## config.mk

```make
export PLATFORM = sky130hd
export DESIGN_NAME = sd_dat
export DESIGN_NICKNAME = d
export VERILOG_FILES = /design/src/rtl/sd_dat_pkg.sv /design/src/rtl/sd_dat_shifter.sv /design/src/rtl/sd_dat.sv
export SDC_FILE = /design/constraint.sdc
export NUM_CORES = 1
export LEC_CHECK = 0
export CELL_PAD_IN_SITES_DETAIL_PLACEMENT = 1
export CELL_PAD_IN_SITES_GLOBAL_PLACEMENT = 2
export CORE_AREA = 2 2 144 146
export CTS_BUF_LIST = sky130_fd_sc_hd__clkbuf_8 sky130_fd_sc_hd__clkbuf_16
export CTS_CLUSTER_DIAMETER = 30
export DETAILED_ROUTE_END_ITERATION = 8
export DIE_AREA = 0 0 146 148
export GPL_ROUTABILITY_DRIVEN = 0
export PLACE_DENSITY_LB_ADDON = 0.1
export SYNTH_ARGS = -nofsm -noshare
export SYNTH_HDL_FRONTEND = slang
export SYNTH_SLANG_ARGS = --single-unit
```

## constraint.sdc

```tcl
create_clock -name clock -period 2.55 [get_ports clock]
set_input_delay 0.51 -clock clock [delete_from_list [all_inputs] [get_ports clock]]
set_output_delay 0.51 -clock clock [all_outputs]
set_load 0.005 [all_outputs]
```

## src/rtl/sd_dat_pkg.sv

```systemverilog
// Shared types and constants for the SD-host data-line engine.
package sd_dat_pkg;

  typedef enum logic [3:0] {
    StIdle,
    StRdStart,
    StRdShift,
    StRdPush,
    StRdStop,
    StWrFetch,
    StWrStart,
    StWrShift,
    StWrStop,
    StWrBusy,
    StDone
  } sd_state_e;

  localparam logic Bus4 = 1'b1;
  localparam logic Bus1 = 1'b0;

  localparam int unsigned BlockWordsDefault = 128;
  localparam logic [3:0]  IdleNibble        = 4'hF;

  // Lines that carry data for the given bus width.
  function automatic logic [3:0] active_mask(input logic bus_width);
    return (bus_width == Bus4) ? 4'hF : 4'h1;
  endfunction

endpackage

```

## src/rtl/sd_dat_shifter.sv

```systemverilog
// 32-bit MSB-first shift register stepping 1 or 4 bits, with a per-word step counter.
module sd_dat_shifter
  import sd_dat_pkg::*;
(
  input  logic        clk_i,
  input  logic        rst_i,
  input  logic        load_i,
  input  logic [31:0] load_word_i,
  input  logic        shift_i,
  input  logic        bus4_i,
  input  logic [3:0]  din_i,
  output logic [31:0] next_word_o,
  output logic [3:0]  dout_o,
  output logic        last_o
);

  logic [31:0] word_q, word_d;
  logic [4:0]  cnt_q, cnt_d;

  assign last_o      = (cnt_q == ((bus4_i == Bus4) ? 5'd7 : 5'd31));
  assign next_word_o = (bus4_i == Bus4) ? {word_q[27:0], din_i} : {word_q[30:0], din_i[0]};
  // Unused lines stay high in 1-bit mode.
  assign dout_o      = (bus4_i == Bus4) ? word_q[31:28] : {3'b111, word_q[31]};

  always_comb begin
    word_d = word_q;
    cnt_d  = cnt_q;
    if (load_i) begin
      word_d = load_word_i;
      cnt_d  = 5'd0;
    end else if (shift_i) begin
      word_d = next_word_o;
      cnt_d  = last_o ? 5'd0 : cnt_q + 5'd1;
    end
  end

  always_ff @(posedge clk_i) begin
    if (rst_i) begin
      word_q <= 32'h0;
      cnt_q  <= 5'd0;
    end else begin
      word_q <= word_d;
      cnt_q  <= cnt_d;
    end
  end

endmodule

```

## src/rtl/sd_dat.sv

```systemverilog
// SD-host data-line engine: multi-block transfers between the host FIFO and DAT[3:0].
module sd_dat
  import sd_dat_pkg::*;
#(
  parameter int unsigned BLOCK_WORDS = BlockWordsDefault
) (
  input  logic        clock,
  input  logic        reset,
  input  logic        new_trans,
  input  logic        mode,
  input  logic        direction,
  input  logic [10:0] block_amount,
  input  logic [3:0]  card_in,
  output logic [3:0]  card_out,
  input  logic        card_ack_i,
  output logic        card_ack_o,
  input  logic [31:0] buffer_in,
  output logic [31:0] buffer_out,
  output logic        fifo_enable_o,
  input  logic        fifo_ack_i,
  output logic        fifo_ack_o,
  input  logic        fifo_full,
  input  logic        fifo_empty,
  output logic        fifo_ready
);

  localparam int unsigned WordCntW = (BLOCK_WORDS > 1) ? $clog2(BLOCK_WORDS) : 1;

  sd_state_e         state_q;
  logic              bus4_q;
  logic [10:0]       amount_q;
  logic [10:0]       blk_cnt_q;
  logic [WordCntW-1:0] word_cnt_q;
  logic [3:0]        card_out_q;
  logic [31:0]       buffer_out_q;
  logic              fifo_en_q, fifo_ack_q, card_ack_q, ready_q;

  logic [31:0] sh_next;
  logic [3:0]  sh_dout;
  logic        sh_last, sh_load, sh_shift;
  logic        last_word, last_blk, fifo_hs;

  assign last_word = (word_cnt_q == WordCntW'(BLOCK_WORDS - 1));
  assign last_blk  = (blk_cnt_q == amount_q - 11'd1);
  assign fifo_hs   = fifo_en_q && fifo_ack_i;
  assign sh_load   = (state_q == StWrFetch) && fifo_hs;
  assign sh_shift  = (state_q == StRdShift) || (state_q == StWrShift);

  sd_dat_shifter u_shifter (
    .clk_i       (clock),
    .rst_i       (reset),
    .load_i      (sh_load),
    .load_word_i (buffer_in),
    .shift_i     (sh_shift),
    .bus4_i      (bus4_q),
    .din_i       (card_in),
    .next_word_o (sh_next),
    .dout_o      (sh_dout),
    .last_o      (sh_last)
  );

  always_ff @(posedge clock) begin
    if (reset) begin
      state_q      <= StIdle;
      bus4_q       <= Bus1;
      amount_q     <= 11'd0;
      blk_cnt_q    <= 11'd0;
      word_cnt_q   <= '0;
      card_out_q   <= IdleNibble;
      buffer_out_q <= 32'h0;
      fifo_en_q    <= 1'b0;
      fifo_ack_q   <= 1'b0;
      card_ack_q   <= 1'b0;
      ready_q      <= 1'b0;
    end else begin
      fifo_ack_q <= 1'b0;
      card_ack_q <= 1'b0;
      ready_q    <= 1'b0;
      unique case (state_q)
        StIdle: begin
          card_out_q <= IdleNibble;
          if (new_trans) begin
            bus4_q     <= mode;
            amount_q   <= block_amount;
            blk_cnt_q  <= 11'd0;
            word_cnt_q <= '0;
            if (block_amount == 11'd0) state_q <= StDone;
            else                       state_q <= direction ? StRdStart : StWrFetch;
          end
        end
        StRdStart: begin
          if ((card_in & active_mask(bus4_q)) == 4'h0) state_q <= StRdShift;
        end
        StRdShift: begin
          if (sh_last) begin
            buffer_out_q <= sh_next;
            fifo_en_q    <= !fifo_full;
            state_q      <= StRdPush;
          end
        end
        StRdPush: begin
          // An acknowledge is honoured even if fifo_full rises in the same cycle.
          if (fifo_hs) begin
            fifo_en_q <= 1'b0;
            if (last_word) begin
              word_cnt_q <= '0;
              state_q    <= StRdStop;
            end else begin
              word_cnt_q <= word_cnt_q + 1'b1;
              state_q    <= StRdShift;
            end
          end else begin
            fifo_en_q <= !fifo_full;
          end
        end
        StRdStop: begin
          card_ack_q <= 1'b1;
          if (last_blk) begin
            state_q <= StDone;
          end else begin
            blk_cnt_q <= blk_cnt_q + 11'd1;
            state_q   <= StRdStart;
          end
        end
        StWrFetch: begin
          card_out_q <= IdleNibble;
          if (fifo_hs) begin
            fifo_en_q  <= 1'b0;
            fifo_ack_q <= 1'b1;
            state_q    <= (word_cnt_q == '0) ? StWrStart : StWrShift;
          end else begin
            fifo_en_q <= !fifo_empty;
          end
        end
        StWrStart: begin
          card_out_q <= ~active_mask(bus4_q);
          state_q    <= StWrShift;
        end
        StWrShift: begin
          card_out_q <= sh_dout;
          if (sh_last) begin
            if (last_word) begin
              word_cnt_q <= '0;
              state_q    <= StWrStop;
            end else begin
              word_cnt_q <= word_cnt_q + 1'b1;
              state_q    <= StWrFetch;
            end
          end
        end
        StWrStop: begin
          card_out_q <= IdleNibble;
          card_ack_q <= 1'b1;
          state_q    <= StWrBusy;
        end
        StWrBusy: begin
          if (card_ack_i) begin
            if (last_blk) begin
              state_q <= StDone;
            end else begin
              blk_cnt_q <= blk_cnt_q + 11'd1;
              state_q   <= StWrFetch;
            end
          end
        end
        StDone: begin
          ready_q <= 1'b1;
          state_q <= StIdle;
        end
        default: state_q <= StIdle;
      endcase
    end
  end

  assign card_out      = card_out_q;
  assign buffer_out    = buffer_out_q;
  assign fifo_enable_o = fifo_en_q;
  assign fifo_ack_o    = fifo_ack_q;
  assign card_ack_o    = card_ack_q;
  assign fifo_ready    = ready_q;

endmodule

```

==> results of run 1 <==
## routing by layer
layer	share of wire, %	GRT usage [%]	routed length, um	vias up
met4	1.7	4.175	298	0
met5	0	0	0	-
met3	4.2	4.630	750	25
met2	48	27.97	8651	82
met1	46	21.14	8179	2632
li1	-	-	-	2621
## worst min-delay path: cells and delay by family (launching register included)
family           cells  cell delay (ps)
AO/OA/AOI/OAI        1               50
flip-flops           1              330
AND/OR/NAND/NOR      1               60
## synthesized netlist by cell type (all sizes together) (2+ instances only)
master,n
nand4,7
a21o,3
o31ai,2
xor2,13
nor2b,4
nand2,49
nand3,20
nand2b,9
o21ai,23
o32ai,2
dfxtp,111
nor2,125
o22ai,2
a22oi,2
and2,4
o22a,2
a221oi,32
ha,5
a32oi,2
nor3b,3
or3,8
and4,4
a211oi,36
or2,4
nand3b,4
a21oi,44
xnor2,6
or4,4
buf,6
mux2i,34
a2111oi,2
a41oi,3
or3b,2
and3,4
o21a,2
nor4,11
nor3,14
clkbuf,47
inv,10
## final timing paths
| kind | end | slack, ps | cells after the start |
|---|---|---|---|
| worst max-delay path | state_q[1] | 60 | 6 |
| worst min-delay path | amount_q[10] | 480 | 2 |
| worst max register to register | state_q[1] | 60 | 6 |
| worst min register to register | amount_q[10] | 480 | 2 |
## cell families (layout without fill, tap and decap cells)
kind of cell | Yosys count | in the layout | synth area share [%]
simple gates | 279 | 279 | 24.01
compound gates | 166 | 167 | 20.88
flops | 111 | 111 | 40.27
buf+inv | 63 | 150 | 4.512
mux | 34 | 34 | 6.168
xor+xnor | 19 | 19 | 3.016
fa+ha+maj | 5 | 5 | 1.134
## layout by cell type (no fill, tap or decap), drive strengths merged, types with 23 or more instances in the layout
cell / Yosys / final
o21ai: 23 / 23
nor2: 125 / 125
mux2i: 34 / 34
dfxtp: 111 / 111
clkdlybuf4s50: 0 / 94
a221oi: 32 / 32
buf: 6 / 31
a211oi: 36 / 36
a21oi: 44 / 44
nand2: 49 / 49
## cell type report
| cell class | instances | area share [%] |
|---|---|---|
| timing repair buffer | 125 | 16.93 |
| clock buffer | 10 | 3.313 |
| inverter | 10 | 0.5204 |
| tap | 270 | 4.683 |
| multi-input combinational | 504 | 43.14 |
| clock inverter | 5 | 0.5898 |
| sequential | 111 | 30.82 |
## state kept, by name (all words and copies together) (netlist names)
name / cells
card_out: 4
state_q: 4
blk_cnt_q: 11
fifo_ack_o: 1
u_shifter.cnt_q: 5
card_ack_o: 1
u_shifter.word_q: 32
fifo_ready: 1
fifo_enable_o: 1
buffer_out: 32
word_cnt_q: 7
bus4_q: 1
amount_q: 11
## through the flow
step	power [mW]	worst slack, ps	hold slack, ps
final	4.965	58.78	481.5
after global routing	5.277	-44.39	508.4
after CTS	4.959	2.863	485.1
after detailed placement	3.508	-14.40	474.5
after global placement	3.484	15.55	461.4
after floorplan	2.937	116.6	446.0
## what timing repair did
item / 4_1_cts / 5_1_grt
setup buffers: 0 / 1
gates cloned: 0 / 1
hold endpoints to repair: 0 / 0
pin swaps: 2 / 3
resized for setup: 1 / 7
setup endpoints to repair: 8 / 11
## where the power goes
part | total (mW) | internal, mW | switching, mW | leakage (nW)
Clock | 1.41 | 0.699 | 0.713 | 0.141
Combinational | 1.60 | 0.686 | 0.909 | 1.32
Sequential | 1.96 | 1.82 | 0.141 | 0.897
==> results.md, run 1 <==
* GRT Overall Usage at about 17%
* Drt drc at 0
* Max Clk Rate at approximately 400 MHz
* Post-route setup TNS at 0 ps
* Status: finished, final reports clean
* Final Hold Vio Count at 0
* CTS max path bufs at 2
* RSZ-0062 raised after global routing: yes
* Max Clock Skew at approximately 9.5 ps
* Final Setup Violations at 0
* FP Rows at 52
* Sink Count at around 110
* NumNets Final at slightly above 800
* Area share of the largest cell type after synthesis at between 40% and 50%
* Fillcell total at 2433
* Crit path max fanout at 4
* Worst-margin pin slew at 648.2 ps
* Hpwl dp at ~13000 um
* Initial core utilization at approximately 28%
* Library cells used by synthesis at 58
* Min-Delay Path Class: flop to flop
* Vias at ~5400
* Share of post-route cells with drive strength above 1 at 8.889%
* Top FF cell, synth: dfxtp_1
* Crit. End Element: flop
* Initial antenna violation count at 0
* Core box area at 20040 um2
* Worst-Skew Late Latency at 370 ps
* Final core utilization at a little over a third
* Sequential cell area fraction in the yosys report at between 40% and 50%
* LEAKAGE at 2.360 nW
* CP arrival at between 2000 and 3000 ps
* Area delta synth->final at 30.73%
* Diodes inserted at 0
* Die Wd at about 150 um
* Die Area at 21610 um2
* Clock root cell: clkbuf_16
* CTS Hold Bufs at 0
* Post-Syn Nets at about 740
* Crit path max-delay family: simple AND/OR/NAND/NOR gates
* H-tree levels at 3
* Rel. slew slack at 56.79%
* Post-layout minimum cycle time at about 2500 ps
* Worst path max stage delay at roughly 570 ps
* Crit path kind: flop to flop
* Die height at ~150 um
* Number of buffers created by CTS at 9
* CTS tree: done
* Async S/R FF share, synth at 0%
* Post-route insts no fill at 1035
* IO Pins at 96
* Syn_area_per_cell at 8.150 um2
* Vias in the first global route at 5441
* Yosys top cell by area: dfxtp_1
* #FFs+latches synth at approximately 110
* Worst Setup SP: amount_q[2]
* Final Max Tran Viols at 0
* Mapped Cells at 677
* Clk pin slew, worst setup/hold paths at 70 ps
* Final WL at between 15000 and 20000 um
* Grt total ovfl at 0
* Critical Path Source Type: flop
* Worst Hold Launch: amount_q[10]
* First-pass GRT wire length at 29000 um
* Crit-path most repeated cell: or4_1
* Register area at between 2000 and 2500 um2
* Wire per inst at about 17 um
* DR vias/cell at 5.179
* Yosys warnings at 0
* Post-synth EDFFs at 0
* Routed Antenna Nets at 0
* 1st-pass router iterations at 4
* Synth top area cells: dfxtp_1 40%, nor2_1 8.5%, mux2i_1 6.2%
* Worst path cell trace: or4_1, or4_1, a22oi_2, nand3_1, o21a_1, o32ai_1
* P per Cell Area at between 600 and 700 nW/um2
* Peak supply drop at around 0.00033 V
* CP required at 2820 ps
* Iter 0 DRT Violations at roughly 280
* Post-Synthesis Cell Area at ~5500 um2
* CP max stage cell: or4_1
* Placed cells at roughly 1000
* Max-cap viol count at 0
* Placed Area at around 6900 um2
* Worst r2r src: amount_q[2]
* Largest net degree at the start of global routing at 71
* CP bufs+invs at 0
* Tcrit/Tclk final at a little over nine tenths
* Design area at 7213 um2
* Port buffer count at 95
* Multi-input gate area at between 3000 and 4000 um2
Note: power is estimated with default switching activity, not from simulation.
==> run 2: changes to the inputs <==
--- a/config.mk
+++ b/config.mk
@@ -14,6 +14,7 @@
 export DIE_AREA = 0 0 146 148
 export GPL_ROUTABILITY_DRIVEN = 0
 export PLACE_DENSITY_LB_ADDON = 0.1
+export SKIP_CTS_REPAIR_TIMING = 1
 export SYNTH_ARGS = -nofsm -noshare
 export SYNTH_HDL_FRONTEND = slang
 export SYNTH_SLANG_ARGS = --single-unit
==> results.md, run 2 (synthesis gave the netlist of run 1 again) <==
* Status: finished, final reports clean
* P per Cell Area at 687.7 nW/um2 (-0.10%)
* CTS tree: done
* Drt drc at 0 (unchanged)
* NumNets Final at 822 (unchanged)
* First-pass GRT wire length at 28960 um (-0.14%)
* Share of post-route cells with drive strength above 1 at 9.281% (+0.39 points)
* Core box area at 20040 um2 (unchanged)
* Die Wd at 146 um (unchanged)
* Placed Area at 6873 um2 (unchanged)
* Min-Delay Path Class: flop to flop
* CTS max path bufs at 2 (unchanged)
* Crit path max fanout at 4 (unchanged)
* Diodes inserted at 0 (unchanged)
* RSZ-0062 raised after global routing: yes
* H-tree levels at 3 (unchanged)
* Vias in the first global route at 5436 (-0.092%)
* Peak supply drop at 0.0003286 V (about the same)
* Clock root cell: clkbuf_16
* Commonest non-fill, non-tap cell in the layout: nor2_1
* Initial core utilization at 27.53% (unchanged)
* Max Clock Skew at 9.142 ps (-0.3826 ps)
* CP arrival at 2740 ps (-20 ps)
* Max Clk Rate at 404.0 MHz (+0.64%)
* Final Hold Vio Count at 0 (unchanged)
* Clk pin slew, worst setup/hold paths at 70 ps (about the same)
* Post-layout minimum cycle time at 2475 ps (-15.75 ps)
* Routed Antenna Nets at 0 (unchanged)
* Worst-margin pin slew at 647.5 ps (-0.6721 ps)
* Wire per inst at 17.31 um (+0.23%)
* LEAKAGE at 2.359 nW (about the same)
* Die Area at 21610 um2 (unchanged)
* IO Pins at 96 (unchanged)
* Post-route setup TNS at 0 ps (unchanged)
* 1st-pass router iterations at 4 (unchanged)
* Design area at 7226 um2 (+0.17%)
* Final core utilization at 36.06% (+0.062 points)
* Crit. End Element: flop
* Tcrit/Tclk final at 97.08% (-0.62 points)
* Port buffer count at 95 (unchanged)
* Critical Path Source Type: flop
* Initial antenna violation count at 0 (unchanged)
* Worst-Skew Late Latency at 360 ps (about the same)
* Iter 0 DRT Violations at 284 (+3.3%)
* Final WL at 17920 um (+0.23%)
* Largest net degree at the start of global routing at 71 (unchanged)
* Hpwl dp at 12700 um (unchanged)
* Final Setup Violations at 0 (unchanged)
* Max-cap viol count at 0 (unchanged)
* Most frequent cells in the layout: 124 x nor2_1, 109 x dfxtp_1, 94 x clkdlybuf4s50_1
* Grt total ovfl at 0 (unchanged)
* Final Max Tran Viols at 0 (unchanged)
* CP required at 2820 ps (about the same)
* Overall power at 4.969 mW (about the same)
* Area delta synth->final at 30.95%
* Sink Count at 111 (unchanged)
* Vias at 5376 (+0.30%)
* Number of buffers created by CTS at 9 (unchanged)
* Crit path kind: flop to flop
* DR vias/cell at 5.194 (+0.30%)
* GRT Overall Usage at 16.61% (-0.020 points)
* Die height at 148 um (unchanged)
* Rel. slew slack at 56.83% (about the same)
* FP Rows at 52 (unchanged)
[run 2: cell counts in the layout (fill, tap and decap cells not counted)]
Identical to the previous run, type by type.
[run 2: power by group]
group / switching (mW) / internal, mW / leakage (nW)
clock network: 0.709 / 0.699 / 0.141
logic: 0.912 / 0.688 / 1.32
registers: 0.143 / 1.82 / 0.897
[run 2: path summary, 6_finish.rpt]
path,start,to,slack [ps],depth (start not counted)
max,amount_q[2],state_q[1],70,7
min reg2reg,amount_q[10],amount_q[10],480,2
max reg2reg,amount_q[2],state_q[1],70,7
min,amount_q[10],amount_q[10],480,2
[run 2: per-layer routing]
metal | wire (um) | part of all wire, % | global-route usage [%]
met1 | 8226 | 46 | 21.08
met3 | 739 | 4.1 | 4.630
met2 | 8663 | 48 | 27.97
met5 | 0 | 0 | 0
met4 | 292 | 1.6 | 4.175
[run 2: critical path: stages (launching register included)]
cell,delay (ps)
dfxtp_1,360
or4_4,550
or4_1,530
a22oi_2,320
buf_4,180
a41oi_1,110
o21a_1,130
o32ai_1,200
[run 2: per-stage QoR]
stage | setup WS (ps) | std cells | hold slack, ps
6_report | 74.53 | 1035 | 481.5
5_1_grt | -29.72 | 1035 | 508.4
4_1_cts | -24.07 | 1033 | 485.1
3_5_place_dp | -14.40 | 1018 | 474.5
3_3_place_gp | 15.55 | 1018 | 461.4
2_1_floorplan | 116.6 | 677 | 446.0
[run 2: final cells by class]
class                   instances  area (um2)
fillers                      2433       12810
multi-input cells             504        3123
flip-flops and latches        111        2225
repair buffers                125        1221
well taps                     270       337.8
clock buffers                  10       239.0
clock inverters                 5       42.54
inverters                      10       37.54
